`config.mk`:
```
export PLATFORM = sky130hd
export DESIGN_NAME = mc6847_attr_renderer
export DESIGN_NICKNAME = d
export VERILOG_FILES = /design/src/rtl/mc6847_attr_renderer.sv
export SDC_FILE = /design/constraint.sdc
export NUM_CORES = 1
export LEC_CHECK = 0
export CAP_MARGIN = 20
export CORE_MARGIN = 5
export CORE_UTILIZATION = 55
export DETAILED_ROUTE_END_ITERATION = 16
export PLACE_DENSITY_LB_ADDON = 0.25
export SYNTH_ARGS = -nofsm -noshare
export SYNTH_HDL_FRONTEND = slang
export SYNTH_SLANG_ARGS = --single-unit
```
`constraint.sdc`:
```
create_clock -name PIX_CLK -period 7.6 [get_ports PIX_CLK]
set_input_delay 2.28 -clock PIX_CLK [delete_from_list [all_inputs] [get_ports PIX_CLK]]
set_output_delay 2.28 -clock PIX_CLK [all_outputs]
set_load 0.01 [all_outputs]
```
`src/rtl/mc6847_attr_renderer.sv`:
```
// mc6847_attr_renderer: MC6847 text/SG4 renderer with per-character attribute sampling
// Ports: PIX_CLK/RESET clock and sync reset; frame_start/line_start timing strobes;
// AG bitmap-mode latch input; AS/INV/EXT/CSS per-character attributes; RD/DA/DD VRAM port;
// FONT_ADDR/FONT_DATA font ROM port; PIX_VALID/PIX_COLOR colour-index pixel stream.
module mc6847_attr_renderer #(
    parameter int COLS      = 32,
    parameter int ROWS      = 16,
    parameter int CHAR_H    = 12,
    parameter int HSCALE    = 2,
    parameter int VSCALE    = 2,
    parameter int ADDR_W    = 15,
    parameter int VRAM_BASE = 0
) (
    input  logic              PIX_CLK,
    input  logic              RESET,
    input  logic              frame_start,
    input  logic              line_start,
    input  logic              AG,
    input  logic              AS,
    input  logic              INV,
    input  logic              EXT,
    input  logic              CSS,
    output logic              RD,
    output logic [ADDR_W-1:0] DA,
    input  logic [7:0]        DD,
    output logic [10:0]       FONT_ADDR,
    input  logic [7:0]        FONT_DATA,
    output logic              PIX_VALID,
    output logic [3:0]        PIX_COLOR
);
    localparam int P      = 8 * HSCALE;
    localparam int ACTIVE = ROWS * CHAR_H * VSCALE;
    localparam int LW     = $clog2(ACTIVE + 1) + 1;
    localparam int CW     = $clog2(P);
    localparam int HW     = (HSCALE > 1) ? $clog2(HSCALE) : 1;
    localparam int COLW   = (COLS > 1) ? $clog2(COLS) : 1;

    logic [LW-1:0]   lcnt, cur, row_c, frow_c;
    logic            ag_q, ag_c, armed, go, run;
    logic [3:0]      frow_q;
    logic            upper_q;
    logic [CW-1:0]   cyc;
    logic [COLW-1:0] col;
    logic            ld, c_as, c_inv;
    logic [7:0]      c_sg;
    logic [3:0]      c_fg;
    logic [7:0]      sh;
    logic [3:0]      sfg;
    logic            sv;
    logic [HW-1:0]   hcnt;
    logic [2:0]      bcnt;
    logic            unused_dd7;

    assign unused_dd7 = DD[7];

    // frame_start acts before a coincident line_start, so that line is line 0
    always_comb begin
        cur    = frame_start ? '0 : lcnt;
        ag_c   = frame_start ? AG : ag_q;
        go     = line_start && (armed || frame_start) && !ag_c && (cur < LW'(ACTIVE));
        row_c  = cur / LW'(CHAR_H * VSCALE);
        frow_c = (cur / LW'(VSCALE)) % LW'(CHAR_H);
    end

    always_ff @(posedge PIX_CLK) begin
        if (RESET) begin
            lcnt    <= '0;
            ag_q    <= 1'b0;
            armed   <= 1'b0;
            frow_q  <= '0;
            upper_q <= 1'b0;
        end else begin
            if (frame_start) begin
                ag_q  <= AG;
                armed <= 1'b1;
            end
            if (line_start) begin
                lcnt    <= (&cur) ? cur : cur + 1'b1;
                frow_q  <= 4'(frow_c);
                upper_q <= frow_c < LW'(CHAR_H / 2);
            end else if (frame_start) begin
                lcnt <= '0;
            end
        end
    end

    // cell sequencer: one VRAM read every P cycles, COLS reads per line
    always_ff @(posedge PIX_CLK) begin
        if (RESET) begin
            run <= 1'b0;
            cyc <= '0;
            col <= '0;
            RD  <= 1'b0;
            DA  <= '0;
        end else begin
            RD <= 1'b0;
            if (line_start) begin
                run <= go;
                cyc <= '0;
                col <= '0;
                RD  <= go;
                if (go) DA <= ADDR_W'(32'(row_c) * COLS + VRAM_BASE);
            end else if (run) begin
                if (cyc == CW'(P - 1)) begin
                    cyc <= '0;
                    if (col == COLW'(COLS - 1)) begin
                        run <= 1'b0;
                    end else begin
                        col <= col + 1'b1;
                        RD  <= 1'b1;
                        DA  <= DA + 1'b1;
                    end
                end else begin
                    cyc <= cyc + 1'b1;
                end
            end
        end
    end

    // cell register: data and attributes captured together the cycle after RD
    always_ff @(posedge PIX_CLK) begin
        if (RESET) begin
            ld        <= 1'b0;
            FONT_ADDR <= '0;
            c_as      <= 1'b0;
            c_inv     <= 1'b0;
            c_fg      <= '0;
            c_sg      <= '0;
        end else begin
            ld <= RD && !line_start;
            if (RD) begin
                FONT_ADDR <= {EXT, DD[5:0], frow_q};
                c_as      <= AS;
                c_inv     <= INV ^ DD[6];
                c_fg      <= AS ? {1'b0, DD[6:4]} : (CSS ? 4'd7 : 4'd0);
                c_sg      <= upper_q ? {{4{DD[3]}}, {4{DD[2]}}} : {{4{DD[1]}}, {4{DD[0]}}};
            end
        end
    end

    // pixel shifter plus registered output stage
    always_ff @(posedge PIX_CLK) begin
        if (RESET) begin
            sv        <= 1'b0;
            sh        <= '0;
            sfg       <= '0;
            hcnt      <= '0;
            bcnt      <= '0;
            PIX_VALID <= 1'b0;
            PIX_COLOR <= '0;
        end else begin
            PIX_VALID <= sv;
            PIX_COLOR <= sv ? (sh[7] ? sfg : 4'd8) : 4'd0;
            if (line_start) begin
                sv <= 1'b0;
            end else if (ld) begin
                sv   <= 1'b1;
                sh   <= c_as ? c_sg : FONT_DATA ^ {8{c_inv}};
                sfg  <= c_fg;
                hcnt <= '0;
                bcnt <= '0;
            end else if (sv) begin
                if (hcnt == HW'(HSCALE - 1)) begin
                    hcnt <= '0;
                    sh   <= {sh[6:0], 1'b0};
                    bcnt <= bcnt + 1'b1;
                    if (bcnt == 3'd7) sv <= 1'b0;
                end else begin
                    hcnt <= hcnt + 1'b1;
                end
            end
        end
    end
endmodule

```
==> results of run 1 <==
-- power groups by stage --
stage	logic (mW)	clock network, mW	registers [mW]
after floorplan	0.0350	0	0.454
after detailed placement	0.0564	0	0.456
after global placement	0.0558	0	0.456
final	0.0561	0.287	0.446
after global routing	0.0627	0.315	0.447
after CTS	0.0568	0.292	0.446
-- cell families after synthesis --
kind of cell             synth area share (%)
AND/OR/NAND/NOR                         24.39
AO/OA/AOI/OAI                           15.83
flip-flops                              40.34
buffers and inverters                   3.797
XOR/XNOR                                6.349
multiplexers                            6.865
adder cells (fa/ha/maj)                 2.430
-- stage by stage --
stage | power (mW) | hold WS (ps) | setup slack [ps] | std cells
after global placement | 0.5116 | 447.3 | 2655 | 603
after floorplan | 0.4895 | 433.2 | 3423 | 475
after detailed placement | 0.5126 | 459.5 | 2627 | 603
after global routing | 0.8249 | 496.5 | 2765 | 619
after CTS | 0.7952 | 472.4 | 2989 | 619
final | 0.7892 | 467.5 | 3003 | 619
-- synth_stat cells, types with 3 or more instances --
cell type	n	area, µm²
buf_2	5	25.02
nand3_1	11	55.05
xor2_1	13	113.9
nand2b_1	18	112.6
or3_1	6	37.54
nand4_1	3	18.77
a21oi_1	29	145.1
a211oi_1	7	52.55
inv_1	7	26.28
dfxtp_1	83	1662
nor2_1	71	266.5
a311oi_1	7	61.31
o21a_1	3	22.52
nand2_1	32	120.1
and3_1	10	62.56
and2_1	3	18.77
clkbuf_1	18	67.56
nor2b_1	17	106.4
mux2i_1	26	260.3
xnor2_1	15	131.4
o21ai_0	9	45.04
nor3_1	13	65.06
ha_1	8	100.1
o211ai_1	10	75.07
-- sequential cells by signal, indices dropped and copies added (netlist names), 2 cells and up --
name	cells
sfg	3
cyc	4
bcnt	3
DA	15
frow_q	4
sh	8
lcnt	10
col	5
c_sg	2
FONT_ADDR	11
PIX_COLOR	4
c_fg	3
-- final timing paths --
check	from	endpoint	depth (start not counted)
hold / removal	sh[0]$_SDFFE_PP0P_	sh[0]$_SDFFE_PP0P_	2
setup / recovery	line_start	DA[13]$_SDFFE_PP0P_	7
hold reg to reg	sh[0]$_SDFFE_PP0P_	sh[0]$_SDFFE_PP0P_	2
setup reg to reg	col[0]$_SDFFE_PP0P_	DA[13]$_SDFFE_PP0P_	8
-- layout make-up --
cell class	instances	area share, %
sequential	83	34.28
timing repair buffer	57	11.56
multi-input combinational	357	47.47
inverter	7	0.5421
tap	99	2.556
clock buffer	10	2.633
clock inverter	6	0.9551
-- layer usage --
metal / vias up / part of all wire (%) / global-route usage (%)
met5: - / 0 / 0
met4: 0 / 1.6 / 7.944
met3: 12 / 5.6 / 5.422
met2: 62 / 46 / 31.21
met1: 1617 / 47 / 24.15
li1: 1752 / - / -
-- critical path, stage by stage --
cell and delay, ps:
clkdlybuf4s50_1 860, nand2b_1 380, nor3_1 440, a21oi_2 280, nor4b_2 390, xnor2_1 150
nor2_1 50
==> qor.json, run 1 <==
{
  "comb_power_share": {"value": 7.1, "unit": "%"},
  "worstSetupEndpointType": {"value": "flip-flop"},
  "run_status": {"value": "finished clean"},
  "crit_type": {"value": "primary input to flip-flop"},
  "utilization": {"value": 66.47, "unit": "%"},
  "yosysWarningCount": {"value": 0},
  "routed_wl": {"value": 8346, "unit": "µm"},
  "max_clock_freq": {"value": 217.5, "unit": "MHz"},
  "max_slew.worst_pin.slew": {"value": 867.8, "unit": "ps"},
  "fillCellCount": {"value": 622},
  "finalSetupTns": {"value": 0, "unit": "ps"},
  "cts_made_buffers": {"value": 9},
  "drv_slew": {"value": 0},
  "netlist_area": {"value": 0.004119, "unit": "mm²"},
  "cts-root-to-sink-buffers": {"value": 2},
  "powerDensity": {"value": 162.8, "unit": "mW/mm²"},
  "peakVddDrop": {"value": 0.0001174, "unit": "V"},
  "async_reset_ff_share": {"value": 0, "unit": "%"},
  "antenna_left": {"value": 0},
  "fin_area": {"value": 0.004847, "unit": "mm²"},
  "syn_nets": {"value": 508},
  "htreeDepth": {"value": 3},
  "ports_placed_on_the_boundary": {"value": 57},
  "period_minus_slack": {"value": 4597, "unit": "ps"},
  "final_common_cell": {"value": "dfxtp_1"},
  "required": {"value": 7840, "unit": "ps"},
  "finish.net_count": {"value": 548},
  "worst_ep_arrival_time": {"value": 4840, "unit": "ps"},
  "drt-pass1-iter-count": {"value": 4},
  "routabilityCongestion": {"value": 0.7943},
  "post_drt_via_cell_ratio": {"value": 5.562},
  "power.leakage": {"value": 1.659, "unit": "nW"},
  "cts.repair_timing.setup_buffer_count": {"value": 0},
  "internal_power": {"value": 589.0, "unit": "µW"},
  "area_taken_by_flip_flops_and_latches": {"value": 0.001662, "unit": "mm²"},
  "timing.max_cap.violations": {"value": 0},
  "synthesis.area_per_instance": {"value": 8.671, "unit": "µm²"},
  "detail_route.iter0.violations": {"value": 105},
  "grt_util_all_layers": {"value": 19.28, "unit": "%"},
  "floorplan.rows": {"value": 31},
  "effective_utilization_at_floorplan": {"value": 56.49, "unit": "%"},
  "post_synth_inst_count": {"value": 475},
  "antenna_cells": {"value": 0},
  "netlist-cell-type-count": {"value": 61},
  "netSwitchingFraction": {"value": 25.36, "unit": "%"},
  "layout-drive-gt1-share": {"value": 6.538, "unit": "%"},
  "die-width": {"value": 96.54, "unit": "µm"},
  "rsz0062_at_grt": {"value": "no"},
  "die_y": {"value": 96.54, "unit": "µm"},
  "grt_first_pass_wirelength": {"value": 14230, "unit": "µm"},
  "core_area": {"value": 0.007292, "unit": "mm²"},
  "worst_clock_skew": {"value": 11.45, "unit": "ps"},
  "synth.ff_latch_count": {"value": 83},
  "r2r_setup_slack": {"value": 5170, "unit": "ps"},
  "post_cts.resized_instances": {"value": 0},
  "grt_pass1_vias": {"value": 3239},
  "cts_sink_count": {"value": 83},
  "period_share": {"value": 60.48, "unit": "%"},
  "hp-class": {"value": "flip-flop to flip-flop"},
  "relative_contribution_of_sequential_cells_to_total_power": {"value": 56.5, "unit": "%"},
  "multi_input_area": {"value": 0.002301, "unit": "mm²"},
  "report.final.hold_viol_count": {"value": 0},
  "place_hpwl": {"value": 5896, "unit": "µm"},
  "antenna_found_initial": {"value": 0},
  "via_count": {"value": 3443},
  "clockRootBuffer": {"value": "clkbuf_8"},
  "timing.slew.headroom": {"value": 41.97, "unit": "%"},
  "area.growth.synth_to_final": {"value": 17.68, "unit": "%"},
  "most-common-layout-cells": {"value": "dfxtp_1 (83), nor2_1 (71), clkdlybuf4s50_1 (54)"},
  "clk_latency": {"value": 360, "unit": "ps"},
  "p_switching": {"value": 200.2, "unit": "µW"},
  "die_outline_area": {"value": 0.009320, "unit": "mm²"},
  "count_of_buffers_inserted_at_the_top_level_ports": {"value": 55},
  "setup_viol": {"value": 0},
  "cts.hold.buffers_added": {"value": 0},
  "critical_path_peak_fanout": {"value": 21},
  "grt_start_max_net_pins": {"value": 62},
  "global_route.overflow_total": {"value": 0},
  "tritoncts": {"value": "done"},
  "share_clk_of_total_power": {"value": 36.4, "unit": "%"},
  "drt-wirelength-per-cell": {"value": 13.48, "unit": "µm"},
  "synth.yosys.seq_area_share": {"value": 40.34, "unit": "%"},
  "dominantRegCellSynth": {"value": "dfxtp_1"},
  "post-route-drc-count": {"value": 0},
  "cts.reportedPaths.clkPinSlew": {"value": 90, "unit": "ps"},
  "worstSetupStartpointType": {"value": "primary input"},
  "dpl-instance-area": {"value": 0.004673, "unit": "mm²"},
  "synth_enable_flop_cells": {"value": 0}
}
Power figures use the tool's default switching activity.
==> inputs of run 2 (changes only) <==
Settings changed: CORE_UTILIZATION 55 to 49.
Clock period 7.6 ns to 4 ns, I/O delays scaled along.
==> qor.json, run 2 (same netlist as run 1, synthesis figures left out) <==
{
  "htreeDepth": {"value": 3},
  "finalSetupTns": {"value": 0, "unit": "ps"},
  "cts.reportedPaths.clkPinSlew": {"value": 90, "unit": "ps"},
  "max_slew.worst_pin.slew": {"value": 789.8, "unit": "ps"},
  "grt_start_max_net_pins": {"value": 37},
  "global_route.overflow_total": {"value": 0},
  "drv_slew": {"value": 0},
  "area.growth.synth_to_final": {"value": 19.47, "unit": "%"},
  "post_cts.resized_instances": {"value": 0},
  "grt_first_pass_wirelength": {"value": 14450, "unit": "µm"},
  "largest_reg_flops": {"value": 15},
  "setup_viol": {"value": 0},
  "cts-root-to-sink-buffers": {"value": 2},
  "clockRootBuffer": {"value": "clkbuf_8"},
  "die_y": {"value": 101.7, "unit": "µm"},
  "die_outline_area": {"value": 0.01034, "unit": "mm²"},
  "dpl-instance-area": {"value": 0.004726, "unit": "mm²"},
  "largest_register": {"value": "DA"},
  "timing.max_cap.violations": {"value": 0},
  "worstPathCellList": {"value": "clkdlybuf4s50_1, nand2b_1, inv_1, ha_1, inv_1, nand4bb_1, o21ai_1, buf_4, nor4_1, xnor2_1, nor2_1"},
  "critical-path-top-delay-family": {"value": "buffers and inverters"},
  "required": {"value": 4230, "unit": "ps"},
  "crit_type": {"value": "primary input to flip-flop"},
  "worstSetupEndpointType": {"value": "flip-flop"},
  "routed_wl": {"value": 8474, "unit": "µm"},
  "finish.net_count": {"value": 554},
  "post-route-drc-count": {"value": 0},
  "antenna_found_initial": {"value": 0},
  "power.leakage": {"value": 1.698, "unit": "nW"},
  "ports_placed_on_the_boundary": {"value": 57},
  "worst_ep_arrival_time": {"value": 3320, "unit": "ps"},
  "powerDensity": {"value": 314.7, "unit": "mW/mm²"},
  "timing.critical_path.slowest_cell_delay": {"value": 630, "unit": "ps"},
  "effective_utilization_at_floorplan": {"value": 50.13, "unit": "%"},
  "cts_sink_count": {"value": 83},
  "fin_area": {"value": 0.004921, "unit": "mm²"},
  "period_minus_slack": {"value": 3087, "unit": "ps"},
  "die-width": {"value": 101.7, "unit": "µm"},
  "antenna_left": {"value": 0},
  "clk_latency": {"value": 360, "unit": "ps"},
  "core_area": {"value": 0.008217, "unit": "mm²"},
  "cp_common_cell": {"value": "inv_1"},
  "most-common-layout-cells": {"value": "dfxtp_1 (83), nor2_1 (71), clkdlybuf4s50_1 (54)"},
  "worstPathBufferInverterCount": {"value": 4},
  "rsz0062_at_grt": {"value": "no"},
  "critical_path_peak_fanout": {"value": 6},
  "peakVddDrop": {"value": 0.0001982, "unit": "V"},
  "drt-wirelength-per-cell": {"value": 13.43, "unit": "µm"},
  "cts.repair_timing.setup_buffer_count": {"value": 0},
  "final_common_cell": {"value": "dfxtp_1"},
  "cell_with_the_biggest_individual_delay_on_the_critical_path": {"value": "clkdlybuf4s50_1"},
  "hold_ws": {"value": 468.0, "unit": "ps"},
  "max_clock_freq": {"value": 323.9, "unit": "MHz"},
  "antenna_cells": {"value": 0},
  "timing.slew.headroom": {"value": 47.15, "unit": "%"},
  "count_of_buffers_inserted_at_the_top_level_ports": {"value": 55},
  "detail_route.iter0.violations": {"value": 148},
  "grt_util_all_layers": {"value": 17.07, "unit": "%"},
  "largestRegisters": {"value": "DA: 15 flops, FONT_ADDR: 11 flops, lcnt: 10 flops"},
  "drt-pass1-iter-count": {"value": 4},
  "hp-class": {"value": "flip-flop to flip-flop"},
  "floorplan.rows": {"value": 33},
  "period_share": {"value": 77.18, "unit": "%"},
  "worstSetupStartpointType": {"value": "primary input"},
  "via_count": {"value": 3400},
  "report.final.hold_viol_count": {"value": 0},
  "tritoncts": {"value": "done"},
  "cts.hold.buffers_added": {"value": 0},
  "grt_pass1_vias": {"value": 3234},
  "place_hpwl": {"value": 6111, "unit": "µm"},
  "worst_clock_skew": {"value": 9.878, "unit": "ps"},
  "cts_made_buffers": {"value": 9},
  "post_drt_via_cell_ratio": {"value": 5.388},
  "run_status": {"value": "finished clean"},
  "routabilityCongestion": {"value": 0.8128},
  "layout-drive-gt1-share": {"value": 7.795, "unit": "%"}
}
[run 2: layout make-up]
type | count | area, µm²
Tap cell | 105 | 131.4
Inverter | 7 | 26.28
Timing Repair Buffer | 63 | 605.6
Fill cell | 755 | 3296
Sequential cell | 83 | 1662
Clock buffer | 11 | 151.4
Clock inverter | 5 | 43.79
Multi-Input combinational cell | 357 | 2301
[run 2: through the flow]
step / worst slack, ps / instances / total power, mW / utilization, %
floorplan: 902.6 / 475 / 0.9300 / -
global placement: 632.3 / 615 / 0.9774 / 57.51
detailed placement: 558.4 / 615 / 0.9800 / 57.51
CTS: 927.2 / 631 / 1.562 / 59.89
global route: 762.8 / 631 / 1.609 / 59.89
finish: 912.8 / 631 / 1.549 / 59.89
[run 2: power by group]
part	total, mW	internal [mW]	switching [mW]
Combinational	0.112	0.0547	0.0574
Clock	0.589	0.268	0.320
Sequential	0.848	0.837	0.0108
[run 2: worst min-delay path, stage by stage (launching register included)]
cell	delay, ps
dfxtp_1	320
nand2_1	50
a21oi_1	60
[run 2: path summary, 6_finish.rpt]
kind,from,to,slack [ps],depth (start not counted)
setup / recovery,frame_start,lcnt[4]$_SDFF_PP0_,910,11
hold / removal,sh[0]$_SDFFE_PP0P_,sh[0]$_SDFFE_PP0P_,470,2
setup reg to reg,col[0]$_SDFFE_PP0P_,DA[14]$_SDFFE_PP0P_,1510,9
hold reg to reg,sh[0]$_SDFFE_PP0P_,sh[0]$_SDFFE_PP0P_,470,2
[run 2: per-layer routing]
metal  vias to the layer above  GRT usage, %  wire [µm]
met5                         -             0          0
met4                         0         6.646        142
met3                        12         4.339        427
met2                        53         27.01       3768
met1                      1579         22.35       4136
li1                       1756             -          -
